## config.mk

```make
export PLATFORM = sky130hd
export DESIGN_NAME = alu_exec_mem_unit
export DESIGN_NICKNAME = d
export VERILOG_FILES = /design/src/rtl/alu_exec_mem_unit_pkg.sv /design/src/rtl/alu_exec_mem_unit_alu_op_decoder.sv /design/src/rtl/alu_exec_mem_unit.sv
export SDC_FILE = /design/constraint.sdc
export NUM_CORES = 1
export LEC_CHECK = 0
export CAP_MARGIN = 10
export CORE_ASPECT_RATIO = 2
export CORE_MARGIN = 2
export CORE_UTILIZATION = 40
export CTS_BUF_LIST = sky130_fd_sc_hd__clkbuf_2 sky130_fd_sc_hd__clkbuf_4 sky130_fd_sc_hd__clkbuf_8
export DETAILED_ROUTE_END_ITERATION = 7
export GPL_TIMING_DRIVEN = 0
export PLACE_DENSITY = 0.71
export SLEW_MARGIN = 20
export SYNTH_ARGS = -nofsm -noshare
export SYNTH_HDL_FRONTEND = slang
export SYNTH_HIERARCHICAL = 1
export SYNTH_SLANG_ARGS = --single-unit
export TNS_END_PERCENT = 20
```

## constraint.sdc

```tcl
create_clock -name clk -period 7 [get_ports clk]
set_input_delay 1.05 -clock clk [delete_from_list [all_inputs] [get_ports clk]]
set_output_delay 1.05 -clock clk [all_outputs]
set_load 0.005 [all_outputs]
```

## src/rtl/alu_exec_mem_unit_pkg.sv

```systemverilog
// Shared encodings for the execute/memory slice.
// ALU op classes, opcodes, ALU operation enum, opcode decode.
package alu_exec_mem_unit_pkg;

  localparam logic [1:0] ALU_OP_R   = 2'b00;
  localparam logic [1:0] ALU_OP_BR  = 2'b01;
  localparam logic [1:0] ALU_OP_MEM = 2'b10;
  localparam logic [1:0] ALU_OP_RSV = 2'b11;

  localparam logic [3:0] OPC_ADD = 4'b0010;
  localparam logic [3:0] OPC_SUB = 4'b0011;
  localparam logic [3:0] OPC_NOT = 4'b0100;
  localparam logic [3:0] OPC_SHL = 4'b0101;
  localparam logic [3:0] OPC_SHR = 4'b0110;
  localparam logic [3:0] OPC_AND = 4'b0111;
  localparam logic [3:0] OPC_OR  = 4'b1000;
  localparam logic [3:0] OPC_SLT = 4'b1001;

  typedef enum logic [2:0] {
    ALU_ADD = 3'b000,
    ALU_SUB = 3'b001,
    ALU_NOT = 3'b010,
    ALU_SHL = 3'b011,
    ALU_SHR = 3'b100,
    ALU_AND = 3'b101,
    ALU_OR  = 3'b110,
    ALU_SLT = 3'b111
  } alu_ctrl_e;

  function automatic alu_ctrl_e dec_opcode(
    input logic [3:0] opc
  );
    alu_ctrl_e c;
    case (opc)
      OPC_ADD: c = ALU_ADD;
      OPC_SUB: c = ALU_SUB;
      OPC_NOT: c = ALU_NOT;
      OPC_SHL: c = ALU_SHL;
      OPC_SHR: c = ALU_SHR;
      OPC_AND: c = ALU_AND;
      OPC_OR:  c = ALU_OR;
      OPC_SLT: c = ALU_SLT;
      default: c = ALU_ADD;
    endcase
    return c;
  endfunction

endpackage

```

## src/rtl/alu_exec_mem_unit_alu_op_decoder.sv

```systemverilog
// ALU control decode: op class plus opcode to ALU operation.
// Purely combinational.
module alu_op_decoder
  import alu_exec_mem_unit_pkg::*;
(
  input  logic [1:0] alu_op,
  input  logic [3:0] opcode,
  output alu_ctrl_e  alu_ctrl
);

  // Branch forces subtract, R-type decodes opcode, rest add
  always_comb begin
    alu_ctrl = ALU_ADD;
    unique case (1'b1)
      (alu_op == ALU_OP_BR): alu_ctrl = ALU_SUB;
      (alu_op == ALU_OP_R):  alu_ctrl = dec_opcode(opcode);
      default:               alu_ctrl = ALU_ADD;
    endcase
  end

endmodule

```

## src/rtl/alu_exec_mem_unit.sv

```systemverilog
// Execute + data memory + writeback select.
// Define ALU_SLT_EN to enable set-less-than (ctrl 111).
module alu_exec_mem_unit
  import alu_exec_mem_unit_pkg::*;
#(
  parameter int DATA_WIDTH = 16,
  parameter int MEM_SIZE   = 8
) (
  input  logic                  clk,
  input  logic                  rst,
  input  logic [1:0]            alu_op,
  input  logic [3:0]            opcode,
  input  logic [DATA_WIDTH-1:0] alu_in_a,
  input  logic [DATA_WIDTH-1:0] alu_in_b,
  input  logic [DATA_WIDTH-1:0] mem_wr_data,
  input  logic                  mem_wr_en,
  input  logic                  mem_rd_en,
  input  logic                  mem_to_reg,
  output logic [2:0]            alu_ctrl,
  output logic [DATA_WIDTH-1:0] alu_result,
  output logic                  zero,
  output logic [DATA_WIDTH-1:0] mem_rd_data,
  output logic [DATA_WIDTH-1:0] wb_data
);

  localparam int AW =
    (MEM_SIZE > 1) ? $clog2(MEM_SIZE) : 1;

  alu_ctrl_e             ctrl;
  logic [AW-1:0]         addr;
  logic [DATA_WIDTH-1:0] mem [MEM_SIZE];

  alu_op_decoder u_dec (
    .alu_op   (alu_op),
    .opcode   (opcode),
    .alu_ctrl (ctrl)
  );

  assign alu_ctrl = ctrl;

  // ALU: wrapping add/sub, shifts saturate to 0 past width
  always_comb begin
    alu_result = '0;
    case (ctrl)
      ALU_ADD: alu_result = alu_in_a + alu_in_b;
      ALU_SUB: alu_result = alu_in_a - alu_in_b;
      ALU_NOT: alu_result = ~alu_in_a;
      ALU_SHL: alu_result = alu_in_a << alu_in_b;
      ALU_SHR: alu_result = alu_in_a >> alu_in_b;
      ALU_AND: alu_result = alu_in_a & alu_in_b;
      ALU_OR:  alu_result = alu_in_a | alu_in_b;
      ALU_SLT: begin
`ifdef ALU_SLT_EN
        alu_result =
          DATA_WIDTH'(alu_in_a < alu_in_b);
`else
        alu_result = '0;
`endif
      end
      default: alu_result = '0;
    endcase
  end

  assign zero = (alu_result == '0);
  assign addr = alu_result[AW-1:0];

  // Data memory: async clear on reset, sync write
  always_ff @(posedge clk or posedge rst) begin
    if (rst) begin
      for (int i = 0; i < MEM_SIZE; i++)
        mem[i] <= '0;
    end else if (mem_wr_en) begin
      mem[addr] <= mem_wr_data;
    end
  end

  // Combinational read, gated by enable and reset
  always_comb begin
    mem_rd_data = '0;
    if (mem_rd_en && !rst)
      mem_rd_data = mem[addr];
  end

  // Writeback select
  always_comb begin
    wb_data = mem_to_reg ? mem_rd_data : alu_result;
  end

endmodule

```

==> results of run 1 <==
==> synthesized netlist by cell type, drive strengths merged, types with 7 or more instances <==
cell type | count | area [um2]
nor2b | 9 | 58.8
mux2 | 152 | 1790
nor4 | 9 | 92.6
o221ai | 14 | 129
o211ai | 12 | 90.1
a211oi | 8 | 65.1
nand3 | 17 | 95.1
xor2 | 10 | 87.6
mux4 | 14 | 315
o22ai | 9 | 56.3
nor3 | 18 | 100
a22oi | 23 | 173
nor2 | 66 | 318
nand2b | 20 | 125
xnor2 | 15 | 131
a21oi | 51 | 255
o21ai | 48 | 244
nand2 | 70 | 280
a31oi | 7 | 43.8
inv | 24 | 95.1
dfrtp | 128 | 3200
mux2i | 70 | 713
buf | 47 | 363
clkbuf | 23 | 86.3
ha | 18 | 225
==> worst max-delay path, delay by kind of cell <==
family,cells,cell delay (ns)
mux,2,0.43
buf+inv,5,1.65
compound gates,6,1.43
simple gates,4,1.21
==> how the worst max path moves through the flow <==
stage | start | end | depth (start not counted)
after detailed placement | opcode[2] | zero | 21
after global placement | rst | wb_data[15] | 6
after global routing | opcode[2] | wb_data[15] | 21
after floorplan | opcode[3] | zero | 18
after CTS | opcode[3] | zero | 20
final | opcode[2] | wb_data[8] | 17
==> per-layer routing <==
| layer | up-vias | wire length, um | GRT usage, % |
|---|---|---|---|
| met4 | 0 | 946 | 8.77 |
| met2 | 389 | 14400 | 37.6 |
| met3 | 71 | 2310 | 4.73 |
| met1 | 4217 | 13400 | 32.8 |
| met5 | - | 0 | 0 |
| li1 | 3839 | - | - |
==> through the flow <==
| stage | TNS, ns | hold slack, ns |
|---|---|---|
| floorplan | 0 | 0.452 |
| global placement | -29.99 | 0.462 |
| detailed placement | -20.40 | 0.473 |
| CTS | 0 | 0.489 |
| global route | 0 | 0.503 |
| finish | 0 | 0.485 |
==> power breakdown <==
part	switching [mW]	internal (mW)	leakage (nW)
combinational	0.800	0.875	3.17
clock	0.300	0.377	0.216
sequential	0.186	1.11	1.54
==> repair_timing <==
item / CTS / global route
gates resized for setup: 26 / 23
setup buffers: 5 / 7
endpoints found under the setup margin: 42 / 20
pin swaps: 7 / 9
==> cell families (layout without fill, tap and decap cells) <==
group                      Yosys count  after routing
adders and majority gates           19             19
buffers and inverters               94            241
xor gates and xnor gates            25             25
muxes                              236            236
DFF                                128            128
and+or+nand+nor                    238            238
AOI/OAI and AO/OA                  218            218
==> cell type report <==
cell class                 count  share of cell area [%]
buffer                        68                    3.88
clock buffer                  20                    2.26
clock inverter                12                    1.34
inverter                      24                   0.861
multi-input combinational    736                    52.0
sequential                   128                    26.9
tap                          290                    3.04
timing repair buffer         117                    9.76
==> impl_metrics.toml, run 1 <==
[clocking]
holdBufCountCts = 0
cts.sinks = 128
cts_root_buffer = "clkbuf_8"
cts_made_buffers = 17
clock_latency_ns = 0.43
clk_path_buf_depth = 2
cts_tree = "built"
clkSlewWorstSetupHoldPaths_ns = 0.07
cts-htree-levels = 4

[layout]
reg.largest.list = "mem (128)"
seq_area_um2 = 3200
largest_register_ffs = 128
drive_gt1_share_pct = 24.9
final_common_cell = "dfrtp_1"
final_cells = 1395
area_delta_synth_final_pct = 21.6
n_fill_cell = 2243
stdcell_area_um2 = 11900
regMostFlops = "mem"
final_util_pct = 49.2
multi_input_area_um2 = 6200
n_antenna_cell = 0
layout_common_cells = "128 x dfrtp_1, 102 x clkdlybuf4s50_1, 91 x mux2_2"
num-nets-final = 1170

[worst_hold_path]
holdPathEnd = "mem[80]"
min-delay-start = "mem[80]"
min_path_type = "reg -> reg"
min_path_cells = 1

[place]
dp_hpwl_um = 23100
place_inst = 1353
io_buffer_count = 104
gp_congestion = 0.981
place_ws_ns = -1.10
placed_cell_area_um2 = 11200

[critical_path]
timing.rr.start = "mem[117]"
cp_slowest_stage_delay_ns = 0.48
crit_type = "in -> out"
cp_slowest_cell = "clkdlybuf4s50_1"
worstReg2RegEnd = "mem[117]"
reg2reg_depth = 1
crit_path_cell_trace = "clkdlybuf4s50_1, or3_1, a31oi_1, nor2_2, buf_4, nor4b_2, nand4_1, a211oi_1, o311ai_1, a21oi_1, buf_6, buf_2, mux2i_1, mux2i_1, a22oi_1, o21ai_0, clkdlybuf4s50_1"
worstPathArrival_ns = 5.78
start_kind = "primary input"
cp_max_fo = 10
r2r_setup_slack_ns = 6.20
critPathCaptureType = "output pin"
worst_ep_required_time_ns = 5.95

[global_routing]
antenna_found_initial = 0
grt_util_all_layers_pct = 24.0
grt_max_degree = 67
grt_pass1_vias = 8502
grt_pass1_wl_um = 47800
grt-ovfl-total = 0

[synthesis]
synth.distinct_cells = 84
seq_area_frac_synth_pct = 32.7
syn_area_um2 = 9800
synth.area.mux_share_pct = 28.8
synth_top_family_by_area = "multiplexers"
synth_ff_type = "dfrtp_1"
synth_compound_area_share_pct = 15.1
synthAdderAreaFrac_pct = 2.50
ys_ff_latch = 128
syn_area_per_cell_um2 = 10.2
synth_cells = 958
synthSimpleGateAreaFrac_pct = 13.1
synth_edf_count = 0
synth_nets = 1036
synth-xor-area-share_pct = 2.23
synthArstFlopShare_pct = 100
ys_warn_count = 6

[sta]
layout_setup_ws_ns = 0.166
post-route-period-util_pct = 97.6
setup-violations-final = 0
period_needed_ns = 6.83
skew_ns = 0
worst_slew_pin_slew_ns = 0.804
hold_viol = 0
final_max_slew_viol_count = 0
maxSlewHeadroom_pct = 45.0
max_freq_mhz = 146
rsz0062_at_grt = "no"

[floorplan]
io_pins = 111
chipWidth_um = 115
rows = 81
start_util_pct = 40.5
core_area_um2 = 24200
die-height_um = 225
die-area_um2 = 25800

[drt]
drtIter0Drc = 741
num_vias = 8516
firstDrtPassIters = 6
antenna_left = 0
wire_per_inst_um = 22.3
post_drt_via_cell_ratio = 6.10
wl_um = 31000
drc = 0

[pwr]
peakVddDrop_uv = 250
power_mw = 3.65
powerDensity_nw_per_um2 = 306
leakage_nw = 4.92

[run_status]
outcome = "finished, final reports clean"

[job]
drv_cap = 0
Note: power is estimated with default switching activity, not from simulation.
==> inputs of run 2 (changes only) <==
--- a/config.mk
+++ b/config.mk
@@ -5,7 +5,7 @@
 export SDC_FILE = /design/constraint.sdc
 export NUM_CORES = 1
 export LEC_CHECK = 0
-export CAP_MARGIN = 10
+export CAP_MARGIN = 30
 export CORE_ASPECT_RATIO = 2
 export CORE_MARGIN = 2
 export CORE_UTILIZATION = 40
==> run 2 against run 1 <==
Wire length unchanged. Global-route usage did not move. Fmax stayed put. Critical path type unchanged. Highest routed layer unchanged.
==> impl_metrics.toml, run 2 (synthesized netlist as in run 1, its figures left out) <==
[global_routing]
grt_pass1_vias = 8502
grt_pass1_wl_um = 47800
antenna_found_initial = 0
grt_max_degree = 67
grt_util_all_layers_pct = 24.0
grt-ovfl-total = 0

[sta]
setup-violations-final = 0
period_needed_ns = 6.83
maxSlewHeadroom_pct = 45.0
hold_viol = 0
worst_slew_pin_slew_ns = 0.804
rsz0062_at_grt = "no"
post-route-period-util_pct = 97.6
final_max_slew_viol_count = 0
max_freq_mhz = 146
skew_ns = 0

[pwr]
leakage_nw = 4.92
seqPwrFrac_pct = 35.6
p_sw_share_pct = 35.3
p_comb_share_pct = 45.9
powerDensity_nw_per_um2 = 306
intPower_mw = 2.36
power_frac_clock_pct = 18.5
peakVddDrop_uv = 250
p_sw_mw = 1.29

[floorplan]
die-area_um2 = 25800
rows = 81
die-height_um = 225
chipWidth_um = 115
io_pins = 111
start_util_pct = 40.5
core_area_um2 = 24200

[drt]
post_drt_via_cell_ratio = 6.10
antenna_left = 0
wl_um = 31000
wire_per_inst_um = 22.3
firstDrtPassIters = 6
num_vias = 8516
drc = 0
drtIter0Drc = 741

[layout]
largest_register_ffs = 128
final_cells = 1395
final_util_pct = 49.2
drive_gt1_share_pct = 24.9
n_antenna_cell = 0
area_delta_synth_final_pct = 21.6
reg.largest.list = "mem (128)"
final_common_cell = "dfrtp_1"
regMostFlops = "mem"
num-nets-final = 1170
layout_common_cells = "128 x dfrtp_1, 102 x clkdlybuf4s50_1, 91 x mux2_2"

[critical_path]
cp_slowest_stage_delay_ns = 0.48
worst_ep_required_time_ns = 5.95
setup.worst_path.start = "opcode[2]"
worstPathArrival_ns = 5.78
cp_num_buf_inv = 5
r2r_setup_slack_ns = 6.20
worstReg2RegEnd = "mem[117]"
critPathCaptureType = "output pin"
worst-path-stages = 17
reg2reg_depth = 1
cp_max_fo = 10
cp-endpoint = "wb_data[8]"
cp_slowest_cell = "clkdlybuf4s50_1"
crit_type = "in -> out"
timing.rr.start = "mem[117]"
start_kind = "primary input"
critPathTopFamily = "buffers and inverters"
crit_path_cell_trace = "clkdlybuf4s50_1, or3_1, a31oi_1, nor2_2, buf_4, nor4b_2, nand4_1, a211oi_1, o311ai_1, a21oi_1, buf_6, buf_2, mux2i_1, mux2i_1, a22oi_1, o21ai_0, clkdlybuf4s50_1"

[place]
io_buffer_count = 104
place_inst = 1353
gp_congestion = 0.981
dp_hpwl_um = 23100

[clocking]
cts-htree-levels = 4
cts_tree = "built"
cts.sinks = 128
cts_made_buffers = 17
clk_path_buf_depth = 2
clock_latency_ns = 0.43
cts_root_buffer = "clkbuf_8"
clkSlewWorstSetupHoldPaths_ns = 0.07

[job]
drv_cap = 0

[run_status]
outcome = "finished, final reports clean"

[worst_hold_path]
min_path_type = "reg -> reg"
-- run 2: cell counts in the layout (fill, tap and decap cells not counted) --
No cell type changed its count.
-- run 2: timing repair --
item                       in CTS  in global routing
setup endpoints to repair      42                 20
gates resized for setup        26                 23
pin swaps                       7                  9
buffers inserted                5                  7
hold buffers                    0                  0
-- run 2: worst min-delay path by stage --
stage	from	end	depth (start not counted)
after global routing	mem[80]	mem[80]	1
after CTS	mem[50]	mem[50]	1
final	mem[80]	mem[80]	1
after global placement	mem[52]	mem[52]	1
after floorplan	mem[39]	mem[39]	1
after detailed placement	mem[50]	mem[50]	1
-- run 2: area by class of cell --
class | instances | area, um2
Clock inverter | 12 | 160
Sequential cell | 128 | 3200
Timing Repair Buffer | 117 | 1160
Multi-Input combinational cell | 736 | 6200
Buffer | 68 | 463
Inverter | 24 | 103
Clock buffer | 20 | 269
Fill cell | 2243 | 12300
Tap cell | 290 | 363
-- run 2: routing by layer --
layer  up-vias  wire [um]  track usage (%)
li1       3839          -                -
met1      4217      13400             32.8
met2       389      14400             37.6
met3        71       2310             4.73
met4         0        946             8.77
met5         -          0                0
-- run 2: metrics by stage --
stage / TNS, ns / area (um2) / setup slack [ns] / power [mW] / hold WS [ns]
after detailed placement: -20.40 / 11200 / -1.10 / 2.92 / 0.473
final: 0 / 11900 / 0.166 / 3.65 / 0.485
after CTS: 0 / 11800 / 0.00276 / 3.63 / 0.489
after floorplan: 0 / 9800 / 0.994 / 2.35 / 0.452
after global placement: -29.99 / 11200 / -1.49 / 2.85 / 0.462
after global routing: 0 / 11900 / 0.0172 / 3.86 / 0.503
-- run 2: power groups by stage --
stage          Clock [mW]  Sequential, mW  Combinational, mW
6_report            0.676            1.30               1.68
2_1_floorplan           0            1.25               1.11
3_3_place_gp            0            1.28               1.57
3_5_place_dp            0            1.31               1.61
5_1_grt             0.720            1.34               1.79
4_1_cts             0.685            1.29               1.65
==> inputs of run 3 (changes only) <==
--- a/config.mk
+++ b/config.mk
@@ -5,14 +5,14 @@
 export SDC_FILE = /design/constraint.sdc
 export NUM_CORES = 1
 export LEC_CHECK = 0
+export ABC_AREA = 1
 export CAP_MARGIN = 30
-export CORE_ASPECT_RATIO = 2
 export CORE_MARGIN = 2
 export CORE_UTILIZATION = 40
 export CTS_BUF_LIST = sky130_fd_sc_hd__clkbuf_2 sky130_fd_sc_hd__clkbuf_4 sky130_fd_sc_hd__clkbuf_8
 export DETAILED_ROUTE_END_ITERATION = 7
 export GPL_TIMING_DRIVEN = 0
-export PLACE_DENSITY = 0.71
+export PLACE_DENSITY = 0.74
 export SLEW_MARGIN = 20
 export SYNTH_ARGS = -nofsm -noshare
 export SYNTH_HDL_FRONTEND = slang
==> constraint.sdc (replaced) <==
create_clock -name clk -period 5.95 [get_ports clk]
set_input_delay 0.8925 -clock clk [delete_from_list [all_inputs] [get_ports clk]]
set_output_delay 0.8925 -clock clk [all_outputs]
set_load 0.005 [all_outputs]
==> run 3 against run 2 <==
Sequential power increased by 16%. Sequential cell count stayed put. Critical path depth grew 2. Die area fell by 5.1%. Worst setup slack got worse by 0.033 ns. Critical path type unchanged. Largest cell class unchanged.
==> impl_metrics.toml, run 3 <==
[clocking]
cts.sinks = 128
holdBufCountCts = 0
cts_root_buffer = "clkbuf_8"
clkSlewWorstSetupHoldPaths_ns = 0.07
clk_path_buf_depth = 2
cts_tree = "built"
clock_latency_ns = 0.45
cts_made_buffers = 17
cts-htree-levels = 4

[sta]
worst_slew_pin_slew_ns = 0.742
setup-violations-final = 0
period_needed_ns = 5.82
max_freq_mhz = 172
hold_viol = 0
maxSlewHeadroom_pct = 50.2
rsz0062_at_grt = "yes"
skew_ns = 0
final_max_slew_viol_count = 0
post-route-period-util_pct = 97.8

[synthesis]
synthSimpleGateAreaFrac_pct = 35.7
synth_edf_count = 0
synthAdderAreaFrac_pct = 2.63
synth-xor-area-share_pct = 2.35
syn_area_per_cell_um2 = 6.48
synth_cells = 1437
synthTopCellsByCount = "454 x nand2_1, 154 x nand3_1, 128 x dfrtp_1"
synthArstFlopShare_pct = 100
ys_warn_count = 6
yosysMostFrequentCell = "nand2_1"
synth_compound_area_share_pct = 15.9
seq_area_frac_synth_pct = 34.4
ys_ff_latch = 128
synth_top_family_by_area = "simple AND/OR/NAND/NOR gates"
synth.area.mux_share_pct = 0
synth_nets = 1515
yosys-top-cells-area = "dfrtp_1 34%, nand2_1 18%, nand3_1 8.3%, o21ai_0 6.5%, inv_1 5.1%"
synth.distinct_cells = 50
syn_area_um2 = 9320
synth_area_leader_cell = "dfrtp_1"
synth_top_area_share_pct = 34.4
synth_ff_type = "dfrtp_1"

[drt]
post_drt_via_cell_ratio = 5.63
firstDrtPassIters = 6
antenna_left = 0
wl_um = 36800
drtIter0Drc = 1005
num_vias = 10800
wire_per_inst_um = 19.3
drc = 0

[pwr]
power_mw = 3.97
powerDensity_nw_per_um2 = 341
peakVddDrop_uv = 345
leakage_nw = 5.57

[critical_path]
crit_type = "in -> out"
start_kind = "primary input"
timing.rr.start = "mem[23]"
critPathCaptureType = "output pin"
cp_max_fo = 10
worstPathArrival_ns = 4.92
worst_ep_required_time_ns = 5.06
setup.worst_path.start = "alu_op[1]"

[floorplan]
core_area_um2 = 22800
chipWidth_um = 157
die-area_um2 = 24500
rows = 55
io_pins = 111
start_util_pct = 40.9
die-height_um = 157

[layout]
regMostFlops = "mem"
area_delta_synth_final_pct = 24.9
drive_gt1_share_pct = 10.4
n_fill_cell = 2271
final_common_cell = "nand2_1"
layout_common_cells = "445 x nand2_1, 154 x nand3_1, 128 x dfrtp_1"
final_cells = 1912
n_antenna_cell = 0
largest_register_ffs = 128
num-nets-final = 1665
reg.largest.list = "mem (128)"

[place]
place_inst = 1860
io_buffer_count = 109
dp_hpwl_um = 27800
gp_congestion = 1.06

[global_routing]
antenna_found_initial = 0
grt_pass1_vias = 10200
grt_max_degree = 80
grt_pass1_wl_um = 56700
grt-ovfl-total = 0
grt_util_all_layers_pct = 30.4

[worst_hold_path]
min_path_type = "reg -> reg"
min-delay-start = "mem[9]"

[run_status]
outcome = "finished, final reports clean"

[job]
drv_cap = 0
## run 3: cell count changes after synthesis, sizes merged, moves of 12 or more
cell / delta
mux2i: -70
nor2: +59
mux4: -14
nand2b: -20
o21ai: +102
nand4: +12
nand3: +138
mux2: -152
a21oi: +39
o221ai: -13
nand2: +388
a22oi: -22
inv: +107
## run 3: worst max-delay path, stage by stage
cell and delay (ns):
clkdlybuf4s50_1 0.43, nor2_2 0.16, nand2_2 0.11, nor2_4 0.26
inv_1 0.11, or2_1 0.22, nor2_1 0.11, nand2_2 0.15
nor2_1 0.23, clkbuf_1 0.52, inv_1 0.19, nor3_1 0.25
a311oi_1 0.16, nand3_1 0.19, nor2_1 0.07, inv_1 0.14
nand2_1 0.08, nand2_2 0.12, clkdlybuf4s50_1 0.51
## run 3: path summary, 6_finish.rpt
path,to,slack (ns),cells past startpoint
max in group asynchronous,mem[59],4.38,3
worst max-delay path,wb_data[14],0.13,19
worst max register to register,mem[23],5.23,2
worst min register to register,mem[9],0.49,2
worst min-delay path,mem[9],0.49,2
min in group asynchronous,mem[78],0.83,2
## run 3: area by class of cell
cell class	instances	area, um2	share of cell area [%]
plain buffers	70	373	3.20
clock buffers	19	255	2.19
clock inverters	12	138	1.18
inverters	133	510	4.39
multi-input cells	1106	5490	47.2
flip-flops and latches	128	3200	27.5
well taps	313	392	3.36
repair buffers	131	1280	11.0
## run 3: through the flow
step	area (um2)	hold WS (ns)	setup TNS (ns)	utilization (%)	worst slack [ns]
after floorplan	9320	0.444	0	-	0.157
after global placement	10800	0.466	-115.01	47.4	-3.04
after detailed placement	10800	0.473	-24.72	47.6	-1.28
after CTS	11400	0.490	-0.0257	50.2	-0.0145
after global routing	11600	0.509	-0.108	51.1	-0.0447
final	11600	0.487	0	51.1	0.133
## run 3: logic make-up (layout without fill, tap and decap cells)
family / Yosys count / after routing
compound gates: 275 / 275
fa+ha+maj: 19 / 19
flops: 128 / 128
buf+inv: 204 / 365
simple gates: 786 / 787
xor+xnor: 25 / 25
## run 3: metal layers
| layer | part of all wire (%) | wire length (um) | up-vias | global-route usage [%] |
|---|---|---|---|---|
| met5 | 0 | 0 | - | 0 |
| met4 | 6.1 | 2240 | 0 | 16.7 |
| met3 | 8.6 | 3180 | 138 | 5.73 |
| met2 | 46 | 16800 | 594 | 49.0 |
| met1 | 40 | 14600 | 5024 | 38.3 |
| li1 | - | - | 5007 | - |
## run 3: report_power, final
part	switching, mW	internal, mW	total, mW
clock network	0.362	0.388	0.749
logic	1.02	0.693	1.71
registers	0.221	1.29	1.51
total	1.60	2.37	3.97
## run 3: what timing repair did
action,in CTS,in global routing
hold endpoints to repair,0,0
gates cloned,1,0
buffers inserted,9,12
resized for setup,47,49
setup endpoints to repair,44,38
pin swaps,10,15
